## src/rtl/pwm_pkg.sv

```systemverilog
// Shared types and threshold encoding for the multi-channel PWM scheduler.
package pwm_pkg;

  localparam int CBITS_DEF = 19;
  localparam int DBITS_DEF = 4;

  typedef logic [DBITS_DEF-1:0] duty_t;

  typedef enum logic {
    CH_IDLE,
    CH_PENDING
  } chan_state_e;

  // {1'b0, duty, 1'b1, zeros}: odd multiple of the LSB step, so never 0 and
  // always below half the period.
  function automatic logic [31:0] duty_to_thresh(input logic [15:0] duty,
                                                 input int cbits,
                                                 input int dbits);
    return (({16'd0, duty} << 1) | 32'd1) << (cbits - dbits - 2);
  endfunction

endpackage

```

## src/rtl/pwm_chan.sv

```systemverilog
// One PWM channel: pending/active duty slots, boundary commit and comparator.
module pwm_chan
  import pwm_pkg::*;
#(
  parameter int CBITS = CBITS_DEF,
  parameter int DBITS = DBITS_DEF
) (
  input  logic             clk,
  input  logic             rst_n,
  input  logic [CBITS-1:0] cnt,
  input  logic             boundary,
  input  logic             wr,
  input  logic [DBITS-1:0] wr_duty,
  input  logic             en,
  output logic             pending_vld,
  output logic             pwm_out
);

  chan_state_e      state, state_nxt;
  logic [DBITS-1:0] active;
  logic [DBITS-1:0] pending;
  logic [CBITS-1:0] thresh;

  assign thresh      = CBITS'(duty_to_thresh(16'(active), CBITS, DBITS));
  assign pending_vld = (state == CH_PENDING);

  always_ff @(posedge clk or negedge rst_n) begin
    if (!rst_n) state <= CH_IDLE;
    else        state <= state_nxt;
  end

  always_comb begin
    state_nxt = state;
    case (state)
      CH_IDLE:    if (wr) state_nxt = CH_PENDING;
      CH_PENDING: if (boundary) state_nxt = CH_IDLE;
      default:    state_nxt = CH_IDLE;
    endcase
  end

  // Commit happens before a same-cycle accept lands, so a boundary write waits a full period.
  always_ff @(posedge clk or negedge rst_n) begin
    if (!rst_n) begin
      active  <= '0;
      pending <= '0;
      pwm_out <= 1'b0;
    end else begin
      if (boundary && pending_vld) active <= pending;
      if (wr) pending <= wr_duty;
      pwm_out <= en && (cnt < thresh);
    end
  end

endmodule

```

## src/rtl/pwm_chan_scheduler.sv

```systemverilog
// Shared period counter, boundary decode and update-port demux feeding NCH PWM channels.
module pwm_chan_scheduler
  import pwm_pkg::*;
#(
  parameter int CBITS = CBITS_DEF,
  parameter int DBITS = DBITS_DEF,
  parameter int NCH   = 3
) (
  input  logic                   clk,
  input  logic                   rst_n,
  input  logic                   upd_valid,
  input  logic [$clog2(NCH)-1:0] upd_ch,
  input  logic [DBITS-1:0]       upd_duty,
  output logic                   upd_ready,
  input  logic [NCH-1:0]         en,
  output logic [NCH-1:0]         pwm_out,
  output logic                   period_start
);

  localparam int CHW = $clog2(NCH);

  logic [CBITS-1:0] cnt;
  logic             boundary;
  logic [NCH-1:0]   pending_vld;
  logic [NCH-1:0]   wr;
  logic             ch_legal;
  logic             ch_busy;

  always_ff @(posedge clk or negedge rst_n) begin
    if (!rst_n) cnt <= '0;
    else        cnt <= cnt + 1'b1;
  end

  assign boundary     = &cnt;
  assign period_start = (cnt == '0);

  always_comb begin
    ch_busy = 1'b0;
    for (int i = 0; i < NCH; i++) begin
      if (upd_ch == CHW'(i)) ch_busy = pending_vld[i];
    end
    ch_legal  = (int'(upd_ch) < NCH);
    upd_ready = upd_valid ? (ch_legal && !ch_busy) : 1'b1;
  end

  always_comb begin
    wr = '0;
    for (int i = 0; i < NCH; i++) begin
      wr[i] = upd_valid && upd_ready && (upd_ch == CHW'(i));
    end
  end

  for (genvar g = 0; g < NCH; g++) begin : g_chan
    pwm_chan #(
      .CBITS(CBITS),
      .DBITS(DBITS)
    ) u_chan (
      .clk        (clk),
      .rst_n      (rst_n),
      .cnt        (cnt),
      .boundary   (boundary),
      .wr         (wr[g]),
      .wr_duty    (upd_duty),
      .en         (en[g]),
      .pending_vld(pending_vld[g]),
      .pwm_out    (pwm_out[g])
    );
  end

endmodule

```

## config.mk

```make
export PLATFORM = sky130hd
export DESIGN_NAME = pwm_chan_scheduler
export DESIGN_NICKNAME = d
export VERILOG_FILES = /design/src/rtl/pwm_pkg.sv /design/src/rtl/pwm_chan.sv /design/src/rtl/pwm_chan_scheduler.sv
export SDC_FILE = /design/constraint.sdc
export NUM_CORES = 1
export LEC_CHECK = 0
export ABC_AREA = 1
export CORE_AREA = 4 4 82 61
export CTS_CLUSTER_DIAMETER = 30
export DETAILED_ROUTE_END_ITERATION = 16
export DIE_AREA = 0 0 86 65
export GPL_TIMING_DRIVEN = 0
export PLACE_DENSITY = 0.83
export SETUP_SLACK_MARGIN = 0.2
export SLEW_MARGIN = 20
export SYNTH_ARGS = -nofsm -noshare
export SYNTH_HDL_FRONTEND = slang
export SYNTH_SLANG_ARGS = --single-unit
```

## constraint.sdc

```tcl
create_clock -name clk -period 3.4 [get_ports clk]
set_input_delay 0.51 -clock clk [delete_from_list [all_inputs] [get_ports clk]]
set_output_delay 0.51 -clock clk [all_outputs]
set_load 0.02 [all_outputs]
```

==> metrics <==
CP max stage cell clkdlybuf4s50_1; cells after synthesis 303; core area 4229 sq um; crit path cell chain clkdlybuf4s50_1 > nor2_2 > nand2_1 > nand3_1 > nand2_1 > clkdlybuf4s50_1; Worst Hold Class in2async; global-route wire length before repair about 8.7 mm; Synth area leaders dfrtp_1 47%, nand2_1 12%, ha_1 6.7%, nand3_1 5.2%, inv_1 4.3%; clk root buf clkbuf_8; dominant cell type by area after synthesis dfrtp_1; clk buf depth 2; fin crit period about 2.5 ns; IO Pins 17; FP Rows 20; crit path from upd_ch[0]; drt total wl 4.934 mm; Net Count, Synth about 330; WS Path Type in2out; R2R Path Start cnt[0]; worst-path fanout max 6; Post-DRT Antenna Nets 0; Max VDD drop approximately 250 uV; GR Util All Layers between 10% and 20%; fin util between 60% and 70%; Residual DRC 0; mapped cell area around 2600 sq um; initial antenna violation count 0; via count between 2000 and 2500; crit end category output port; Unique masters post-synth 26; chip width 86 um; Power Dens Cells 366.8 nW/um^2; GR Overflow Total 0; TritonCTS clock tree done; Antenna diodes 0; Ys Warns 0; final hold vios 0; Initial DRC Count 139; Fmax achieved 393.5 MHz; # hold bufs at CTS 0; reg2reg end g_chan[2].u_chan.active[3]; share of the synthesized area in the top cell type ~47%; setup TNS 0 ns; initial core utilization roughly 62%; Pleak ~1.5 nW; Critical Path Max Stage Delay ~0.54 ns; critical path launch point type input port; Final Setup Violations 0; Final HPWL DP roughly 3.8 mm; CTS H-Tree Depth 2; Clock Skews between 0.006 and 0.007 ns; vias in the first global route approximately 1900; drt wl/cell roughly 13 um; top_reg_cell synth dfrtp_1; Layout area overhead 13.17%; Synth Register Bits 49; Worst-path clk slew ~0.090 ns; clock buffer count from CTS 5; final slew viol count 0; worst skew pair latency about 0.30 ns; largest net degree at the start of global routing 26; run status complete, no violations; CP arrival a little over 2 ns; final net count between 300 and 400; Slew HR between 50% and 60%; Vias/cell between 5 and 6; DIE AREA 5590 sq um; # clock sinks 49; share of layout cells above drive strength 1 about a tenth; max cap viols 0; GP Congestion between 0.8 and 0.9; syn avg cell area ~8.6 sq um; worst r2r path cells 8; Required @ worst endpoint 2.89 ns; drt first pass iters 4; Die Span Y between 60 and 70 um; Resize count post-CTS 0; post-CTS setup buffer count 0; Slew @ Worst Pin slightly above 0.6 ns; R2R Setup Slk around 1.8 ns; Post-synth EDFFs 0; RSZ-0062 raised after global routing no; I/O Buffers 15; asr flop ratio synth 100.0%; Final period util between 70% and 80%; sequential-to-total area share from yosys stat between 40% and 50%
[final cells by class]
class                           count  area (sq um)
Clock buffer                        7         96.34
Sequential cell                    49          1226
Fill cell                         353          1284
Clock inverter                      1         5.005
Inverter                           31         116.4
Buffer                              7         57.56
Multi-Input combinational cell    216          1202
Tap cell                           55         68.82
Timing Repair Buffer               16         172.7
[synth_stat cells (5+ instances only)]
cell type and count:
xor2_1 10, buf_4 5, nor2_1 28, inv_1 30, dfrtp_1 49, nand3_1 27, ha_1 14, nand2_1 86
nand4_1 17
[layer usage]
| metal | vias up | GRT usage (%) | wire length (um) | part of all wire (%) |
|---|---|---|---|---|
| met1 | 948 | 30.09 | 2474 | 50 |
| met2 | 40 | 29.42 | 2137 | 43 |
| met4 | 0 | 4.743 | 31 | 0.63 |
| met3 | 5 | 3.812 | 290 | 5.9 |
| met5 | - | 0 | 0 | 0 |
| li1 | 1019 | - | - | - |
[where the power goes]
part | total [mW] | internal [mW] | switching (mW)
registers | 0.636 | 0.615 | 0.0209
clock network | 0.366 | 0.184 | 0.182
logic | 0.0788 | 0.0352 | 0.0436
[kinds of logic after synthesis]
| logic type | Yosys count | share of synthesized area [%] |
|---|---|---|
| AO/OA/AOI/OAI | 7 | 1.634 |
| XOR/XNOR | 14 | 4.711 |
| adder cells (fa/ha/maj) | 14 | 6.731 |
| buffers and inverters | 38 | 6.682 |
| flip-flops | 49 | 47.12 |
| AND/OR/NAND/NOR | 181 | 33.12 |
[state kept, by name, summed over array words and instances (netlist names)]
register / flops
g_chan.u_chan.active: 12
g_chan.u_chan.pending: 12
g_chan.u_chan.pwm_out: 3
cnt: 19
g_chan.u_chan.pending_vld: 3
[stage by stage]
stage	hold slack, ns	setup slack [ns]	total power [mW]	cells	area, sq um
after detailed placement	0.4592	0.8655	0.7260	374	2844
after global routing	0.2608	0.7438	1.138	382	2945
after floorplan	0.2144	1.757	0.6788	303	2603
final	0.2188	0.8590	1.080	382	2945
after global placement	0.4577	0.4770	0.7194	373	2821
after CTS	0.2342	0.8607	1.090	382	2945
[worst max-delay path: cells and delay by family]
kind	cells	cell delay, ns
and+or+nand+nor	4	0.51
buffers and inverters	2	1.02
[layout by cell type (no fill, tap or decap), types with 4 or more instances in the layout]
master           synthesis  final
nand2_1                 86     86
dfrtp_1                 49     49
inv_1                   30     30
nor2_1                  28     28
nand3_1                 27     27
nand4_1                 17     17
ha_1                    14     14
clkdlybuf4s50_1          0     14
xor2_1                  10     10
clkbuf_8                 0      7
buf_4                    5      5
nand2_2                  4      4
nor2_2                   4      4
nand3b_1                 4      4
xnor2_1                  4      4
[worst max path at each step]
stage                                 endpoint  cells past startpoint
floorplan                            upd_ready                      5
global placement    g_chan[2].u_chan.active[0]                      1
detailed placement                   upd_ready                      6
CTS                                  upd_ready                      6
global route                      period_start                      6
finish                               upd_ready                      6
No activity file was read; power rests on OpenSTA's default activity.
